## config.mk

```make
export PLATFORM = sky130hd
export DESIGN_NAME = hemaia_clk_div_sequencer
export DESIGN_NICKNAME = d
export VERILOG_FILES = /design/src/rtl/hemaia_clk_rst_pkg.sv /design/src/rtl/hemaia_clk_seq_timer.sv /design/src/rtl/hemaia_clk_div_sequencer.sv
export SDC_FILE = /design/constraint.sdc
export NUM_CORES = 1
export LEC_CHECK = 0
export ABC_AREA = 1
export BUFFER_PORTS_ARGS = -buffer_cell sky130_fd_sc_hd__buf_2
export CORE_UTILIZATION = 55
export DETAILED_ROUTE_END_ITERATION = 7
export PLACE_DENSITY = 0.79
export SYNTH_ARGS = -nofsm -noshare
export SYNTH_HDL_FRONTEND = slang
export SYNTH_SLANG_ARGS = --single-unit
```

## constraint.sdc

```tcl
create_clock -name clk_i -period 3.2 [get_ports clk_i]
set_clock_uncertainty 0.15 [all_clocks]
set_input_delay 0.64 -clock clk_i [delete_from_list [all_inputs] [get_ports clk_i]]
set_output_delay 0.64 -clock clk_i [all_outputs]
set_load 0.05 [all_outputs]
```

## src/rtl/hemaia_clk_rst_pkg.sv

```systemverilog
// Shared types and elaboration helpers for the HeMAiA clock/reset controller.
package hemaia_clk_rst_pkg;

  // Divisor-change sequencer states.
  typedef enum logic [2:0] {
    SEQ_INIT,
    SEQ_IDLE,
    SEQ_ASSERT_RST,
    SEQ_UPDATE,
    SEQ_WAIT_SWITCH,
    SEQ_RELEASE,
    SEQ_DONE
  } seq_state_e;

  // Worst-case divider switch window: adoption at counter wrap plus output retiming.
  function automatic int switch_cycles(input int div_width);
    return 2 << div_width;
  endfunction

  // Width of a domain index, never narrower than one bit.
  function automatic int dom_idx_width(input int num_domains);
    return (num_domains > 1) ? $clog2(num_domains) : 1;
  endfunction

endpackage

```

## src/rtl/hemaia_clk_seq_timer.sv

```systemverilog
// Shared down-counter for the sequencer's timed states; holds at zero.
module hemaia_clk_seq_timer #(
  parameter int              Width      = 6,
  parameter logic [Width-1:0] ResetValue = '0
) (
  input  logic             clk_i,
  input  logic             rst_i,
  input  logic             load,
  input  logic [Width-1:0] value,
  input  logic             tick,
  output logic             zero
);

  logic [Width-1:0] count_q;

  // Load has priority over tick; counting stops once zero is reached.
  // NOTE: sequential state uses non-blocking (<=) so every flop samples pre-edge values.
  always_ff @(posedge clk_i or posedge rst_i) begin
    if (rst_i) begin
      count_q <= ResetValue;
    end else if (load) begin
      count_q <= value;
    end else if (tick && (count_q != '0)) begin
      count_q <= count_q - 1'b1;
    end
  end

  assign zero = (count_q == '0);

endmodule

```

## src/rtl/hemaia_clk_div_sequencer.sv

```systemverilog
// Sequences glitch-safe divisor changes for the per-domain clock dividers and
// provides their power-on reset release.
module hemaia_clk_div_sequencer
  import hemaia_clk_rst_pkg::*;
#(
  parameter int   NumDomains       = 4,
  parameter int   MaxDivisionWidth = 4,
  parameter int   DefaultDivision  = 1,
  parameter int   SettleCycles     = 4,
  localparam int  DomIdxW          = dom_idx_width(NumDomains)
) (
  input  logic                                   clk_i,
  input  logic                                   rst_i,
  input  logic                                   cfg_valid_i,
  output logic                                   cfg_ready_o,
  input  logic [DomIdxW-1:0]                     cfg_domain_i,
  input  logic [MaxDivisionWidth-1:0]            cfg_divisor_i,
  output logic [NumDomains*MaxDivisionWidth-1:0] divisor_o,
  output logic [NumDomains-1:0]                  divisor_valid_o,
  output logic [NumDomains-1:0]                  domain_rst_no,
  output logic                                   busy_o,
  output logic                                   done_o,
  output logic                                   err_o
);

  localparam int SwitchCycles = switch_cycles(MaxDivisionWidth);
  localparam int CntW         = $clog2(SwitchCycles + SettleCycles + 1);
  localparam logic [CntW-1:0] InitCount   = CntW'(SwitchCycles + SettleCycles - 1);
  localparam logic [CntW-1:0] SettleCount = CntW'(SettleCycles - 1);
  localparam logic [CntW-1:0] SwitchCount = CntW'(SwitchCycles - 1);
  localparam logic [MaxDivisionWidth-1:0] DefaultDiv = MaxDivisionWidth'(DefaultDivision);
  localparam logic DefaultRuns = (DefaultDivision != 0);

  seq_state_e                  state_q, state_d;
  logic                        tmr_load, tmr_tick, tmr_zero;
  logic [CntW-1:0]             tmr_value;
  logic                        dom_bad, accept;
  logic                        init_release, enter_update, enter_done;
  logic [DomIdxW-1:0]          dom_q;
  logic [MaxDivisionWidth-1:0] div_q;

  // An index can only be out of range when the index field can encode one.
  if ((1 << DomIdxW) > NumDomains) begin : g_dom_check
    assign dom_bad = (cfg_domain_i >= DomIdxW'(NumDomains));
  end else begin : g_dom_full
    assign dom_bad = 1'b0;
  end

  assign accept       = (state_q == SEQ_IDLE) && cfg_valid_i && !dom_bad;
  assign init_release = (state_q == SEQ_INIT) && (state_d == SEQ_IDLE);
  assign enter_update = (state_d == SEQ_UPDATE);
  assign enter_done   = (state_d == SEQ_DONE);
  assign cfg_ready_o  = (state_q == SEQ_IDLE);
  assign busy_o       = (state_q != SEQ_IDLE);

  hemaia_clk_seq_timer #(
    .Width      (CntW),
    .ResetValue (InitCount)
  ) u_timer (
    .clk_i (clk_i),
    .rst_i (rst_i),
    .load  (tmr_load),
    .value (tmr_value),
    .tick  (tmr_tick),
    .zero  (tmr_zero)
  );

  // State register.
  always_ff @(posedge clk_i or posedge rst_i) begin
    if (rst_i) state_q <= SEQ_INIT;
    else       state_q <= state_d;
  end

  // Next-state and timer control; each timed state loads its length minus one on entry.
  // NOTE: every always_comb output gets a default first so no path infers a latch.
  always_comb begin
    state_d   = state_q;
    tmr_load  = 1'b0;
    tmr_tick  = 1'b0;
    tmr_value = SettleCount;
    unique case (state_q)
      SEQ_INIT: begin
        tmr_tick = 1'b1;
        if (tmr_zero) state_d = SEQ_IDLE;
      end
      SEQ_IDLE: begin
        if (accept) begin
          state_d  = SEQ_ASSERT_RST;
          tmr_load = 1'b1;
        end
      end
      SEQ_ASSERT_RST: begin
        tmr_tick = 1'b1;
        if (tmr_zero) state_d = SEQ_UPDATE;
      end
      SEQ_UPDATE: begin
        state_d   = SEQ_WAIT_SWITCH;
        tmr_load  = 1'b1;
        tmr_value = SwitchCount;
      end
      SEQ_WAIT_SWITCH: begin
        tmr_tick = 1'b1;
        if (tmr_zero) begin
          state_d  = SEQ_RELEASE;
          tmr_load = 1'b1;
        end
      end
      SEQ_RELEASE: begin
        tmr_tick = 1'b1;
        if (tmr_zero) state_d = SEQ_DONE;
      end
      SEQ_DONE: state_d = SEQ_IDLE;
      default:  state_d = SEQ_INIT;
    endcase
  end

  // Request latch plus the done and reject pulses.
  always_ff @(posedge clk_i or posedge rst_i) begin
    if (rst_i) begin
      dom_q  <= '0;
      div_q  <= '0;
      done_o <= 1'b0;
      err_o  <= 1'b0;
    end else begin
      if (accept) begin
        dom_q <= cfg_domain_i;
        div_q <= cfg_divisor_i;
      end
      done_o <= enter_done;
      err_o  <= (state_q == SEQ_IDLE) && cfg_valid_i && dom_bad;
    end
  end

  for (genvar g = 0; g < NumDomains; g++) begin : g_dom
    logic                        hit_new, hit_lat;
    logic [MaxDivisionWidth-1:0] div_r;
    logic                        valid_r, rst_n_r;

    assign hit_new = (cfg_domain_i == DomIdxW'(g));
    assign hit_lat = (dom_q == DomIdxW'(g));

    // Per-domain divisor, update pulse and domain reset; untouched unless this domain is targeted.
    // NOTE: these are individual flops feeding live dividers, so each resets to the dividers' own reset state.
    always_ff @(posedge clk_i or posedge rst_i) begin
      if (rst_i) begin
        div_r   <= DefaultDiv;
        valid_r <= 1'b0;
        rst_n_r <= 1'b0;
      end else begin
        valid_r <= enter_update && hit_lat;
        if (enter_update && hit_lat) div_r <= div_q;
        if (init_release)              rst_n_r <= DefaultRuns;
        else if (accept && hit_new)    rst_n_r <= 1'b0;
        else if (enter_done && hit_lat) rst_n_r <= (div_q != '0);
      end
    end

    assign divisor_o[g*MaxDivisionWidth +: MaxDivisionWidth] = div_r;
    assign divisor_valid_o[g] = valid_r;
    assign domain_rst_no[g]   = rst_n_r;
  end

endmodule

```

==> Word level (Yosys, flattened, before mapping) <==
Index checks and enable logic that the tools add are counted.
{ "classes": {"eq_ne": 16, "mux": 25, "add_sub_neg": 1, "n_reduce_logical": 27} }
{ "op_table": {"columns": ["cell", "n"], "rows": [
  ["case mux 3 bit (7 select lines)", 1],
  ["logical AND 1 bit", 15],
  ["two-way mux 1 bit", 15],
  ["two-way mux 3 bit", 5],
  ["equality test 3 bit (second input constant)", 4],
  ["two-way mux 6 bit", 2],
  ["nonzero test 3 bit", 4],
  ["equality test 3 x 2 -> 1 bit (second input constant)", 3],
  ["equality test 2 bit (second input constant)", 4],
  ["equality test 3 x 1 -> 1 bit (second input constant)", 2],
  ["logical NOT 6 bit", 1],
  ["nonzero test 6 bit", 1],
  ["subtractor 6 x 1 -> 6 bit (second input constant)", 1],
  ["two-way mux 5 bit", 1],
  ["equality test 2 x 1 -> 1 bit (second input constant)", 2],
  ["logical NOT 2 bit", 2],
  ["nonzero test 4 bit", 1],
  ["OR reduction 4 bit", 1],
  ["logical NOT 3 bit", 1],
  ["!= test 3 x 1 -> 1 bit (second input constant)", 1],
  ["case mux 1 bit (3 select lines)", 1],
  ["nonzero test 2 bit", 1]
]} }
{ "totals": {"input_bits": 9, "wordCells": 86, "ff_bits": 40, "output_inout_bits": 28} }

==> Logic depth before layout (Yosys ltp) <==
{ "depth": {"ltp_word": 9, "ltp_mapped": 10, "depth_no_buf": 10} }

==> By module <==
Synthesis repeated with hierarchy kept, for this count alone.
{ "hier_totals": {"hier_cells": 230, "hier_area_um2": 2068.2} }
{ "by_module_without_submodules": {"columns": ["mod", "cells_per_inst", "area_per_inst_um2", "seq_area_each_um2", "instances"], "rows": [
  ["hemaia_clk_div_sequencer", 174, 1610.3, 855.8, 1],
  ["hemaia_clk_seq_timer", 56, 457.9, 153.9, 1]
]} }

==> Worst setup path after synthesis <==
No wires, ideal clock.
{ "synth_path": {"kind": "register -> output", "startpoint": "register state_q[2]", "endpoint": "output cfg_ready_o", "slack_ns": 1.267, "required_ns": 2.410, "n_path_buf": 0, "t_arrival_ns": 1.143, "stages_incl_launch_ff": 4, "path_cell_list": "dfrtp_1 inv_1 nand3_4 inv_1"} }
{ "synth_between": {"elab_chain_cells": 1} }
{ "synth_lines": {"columns": ["element", "line_no", "rtl"], "rows": [
  ["start: declaration", "hemaia_clk_div_sequencer.sv:34", "seq_state_e state_q, state_d;"],
  ["start signal: assignment", "hemaia_clk_div_sequencer.sv:71", "else state_q <= state_d;"],
  ["equality test 3 x 1 -> 1 bit", "hemaia_clk_div_sequencer.sv:53", "assign cfg_ready_o = (state_q == SEQ_IDLE);"],
  ["end: declaration", "hemaia_clk_div_sequencer.sv:15", "output logic cfg_ready_o,"]
]} }
Every way passes these cells.

==> Final worst setup path <==
Same ends and word-level chain as after synthesis.

==> results by group <==
Run
  • Max cap viols: 0

Clock network
  • CTS tree: yes
  • # clock sinks: 40
  • Skew-Pair Late Insertion Delay: 350 ps
  • CTS Hold Bufs: 0
  • CTS-repair resized insts: 0
  • Setup repair bufs after CTS: 0
  • H-tree depth: 2
  • Clock buffer count from CTS: 5
  • CTS clk-pin slew, worst paths: 130 ps
  • Root Buffer: clkbuf_4
  • Max Root-Sink Buffers: 2

GRT
  • Largest net degree at the start of global routing: 41
  • Gr usage total: 22.3%
  • Congestion Overflow GR: 0
  • Vias in the first global route: 1431
  • Initial antenna violation count: 0
  • First-pass GRT wire length: 6.05 mm

STA
  • F_max: 0.460 GHz
  • Final setup fails: 0
  • Part of the cycle the worst path needs: 67.9%
  • Setup TNS: 0 ps
  • Crit path time final: 2170 ps
  • RSZ-0062 raised after global routing: no
  • Hold WS: 226 ps
  • Final hold vios: 0
  • Final max-slew violation count: 0

Floorplan
  • Die area: 3790 um^2
  • Die W: 61.6 um
  • Starting density of the core: 58.0%
  • Std-Cell Rows: 21
  • Core area: 3360 um^2
  • IO Pins: 37
  • Die Ht: 61.6 um

Logic synthesis
  • Seq cells post-synth: 40
  • Post-Syn Nets: 239
  • Ys async rst share: 100%
  • Synth top cells by count: nand2_1, dfrtp_1, o21ai_0
  • Synth warn: 0
  • Ys flop type: dfrtp_1
  • Syn_area_per_cell: 8.56 um^2
  • Cell variety after synth: 26
  • Cells after Synth: 228
  • Count leader, synth: nand2_1
  • Register area share after synthesis: 51.8%
  • Simple-gate area share of the yosys netlist: 28.7%
  • Share of the synthesized area in the top cell type: 42.3%
  • Area leader, netlist: dfrtp_1
  • Synth Area in Compound Gates: 8.92%
  • Largest family of logic cells by synthesized area: simple AND/OR/NAND/NOR gates
  • Mux share of post-synthesis cell area: 0%
  • EDFF count, synth: 0
  • Top cells by area, synth: dfrtp_1, nand2_1, dfstp_2
  • Post-Synth Adder-Cell Area: 1.28%
  • Syn Std Cell Area: 1950 um^2
  • Area share of xor/xnor cells in the synthesized design: 0.449%

Route
  • Vias/cell: 5.01
  • DRT Pass-1 Iters: 4
  • DRC viols: 0
  • Antenna-violating nets left: 0
  • Drt total wl: 3.61 mm
  • Drt wl/cell: 11.7 um
  • Initial DRC Count: 93
  • Via count: 1542

Critical path
  • Crit-path max FO: 6
  • Worst Path Arrival: 1380 ps
  • CP Launch Type: register
  • Req. time, crit path: 2410 ps
  • Crit path capture type: output pin
  • Crit path kind: register to output pin

Placed design
  • # port buffers: 35
  • HPWL after DPL: 2.74 mm
  • Placer congestion estimate: 0.826

Power
  • Internal power: 1.12 mW
  • VDD IR max: 0.000412 V
  • Logic gate share of total power: 45.4%
  • Power Dens Cells: 952 nW/um^2
  • Clock network power share: 17.0%
  • Reg power frac: 37.5%
  • LEAKAGE: 1.13 nW
  • Sw frac: 46.5%
  • Sw power: 0.977 mW

Finish
  • Ant. Diodes: 0
  • Layout Area Growth over Synthesis: 13.2%
  • Layout cells sized above 1: 27.5%
  • Final nets: 272

Hold path
  • Worst min path class: primary input to asynchronous set/reset pin

Run status
  • Status: completed
## per-layer routing
metal  GRT usage, %  routed length (um)
met1           28.8                1640
met2           34.1                1680
met3           6.72                 202
met4           11.1                  91
met5              0                   0
## metrics by stage
| stage | instances | power (mW) | util, % | instance area, um^2 | worst slack, ps |
|---|---|---|---|---|---|
| after floorplan | 228 | 1.58 | - | 1950 | 1270 |
| after global placement | 300 | 1.74 | 63.0 | 2120 | 1440 |
| after detailed placement | 300 | 1.75 | 63.0 | 2120 | 1420 |
| after CTS | 308 | 2.12 | 65.7 | 2210 | 1010 |
| after global routing | 308 | 2.27 | 65.7 | 2210 | 938 |
| final | 308 | 2.10 | 65.7 | 2210 | 1030 |
## cell families after synthesis
kind of cell,count (synthesis)
xor gates and xnor gates,1
and+or+nand+nor,116
DFF,40
adders and majority gates,2
AOI/OAI and AO/OA,32
other,1
buffers and inverters,36
## layout make-up
cell class	count	area, um^2
clock buffer	6	51.3
clock inverter	2	38.8
fill	312	1150
inverter	26	97.6
tap	46	57.6
sequential	40	1010
timing repair buffer	36	183
multi-input combinational	152	771
## path summary, 6_finish.rpt
path,endpoint,from,cells past startpoint,slack (ps)
min in group clk_i,g_dom[3].div_r[0]$_DFFE_PP1P_,g_dom[3].div_r[0]$_DFFE_PP1P_,2,340
max,cfg_ready_o,state_q[2]$_DFF_PP0_,4,1030
min,g_dom[1].div_r[3]$_DFFE_PP0P_,rst_i,3,230
min reg2reg,g_dom[3].div_r[0]$_DFFE_PP1P_,g_dom[3].div_r[0]$_DFFE_PP1P_,2,340
max reg2reg,g_dom[2].div_r[1]$_DFFE_PP0P_,u_timer.count_q[0]$_DFFE_PP1P_,6,1420
max in group asynchronous,u_timer.count_q[1]$_DFFE_PP1P_,rst_i,3,2320
## worst max-delay path, cell delays in order (launching register included)
cell and delay (ps):
dfrtp_1 480, inv_1 140, nand3_4 100, inv_1 60
buf_2 250
## power groups by stage
| stage | combinational, mW | sequential (mW) | clock (mW) |
|---|---|---|---|
| CTS | 0.960 | 0.789 | 0.366 |
| global placement | 0.943 | 0.793 | 0 |
| floorplan | 0.696 | 0.884 | 0 |
| detailed placement | 0.957 | 0.798 | 0 |
| finish | 0.955 | 0.789 | 0.358 |
| global route | 1.07 | 0.809 | 0.392 |
## state kept, by name, indices dropped and copies added (netlist names)
name,flops
dom_q,2
state_q,3
g_dom.valid_r,4
div_q,4
u_timer.count_q,6
done_o,1
g_dom.div_r,16
g_dom.rst_n_r,4
## cell usage in the layout, fill, tap and decap left out, drive strengths merged
master,instances
nand2,62
buf,36
dfrtp,33
o21ai,26
inv,26
nand3,25
nor2,24
dfstp,7
clkbuf,6
o21bai,4
nand3b,2
a21oi,2
ha,2
nor3,2
nand4,1
xor2,1
conb,1
bufinv,1
clkinv,1
Power figures use the tool's default switching activity.
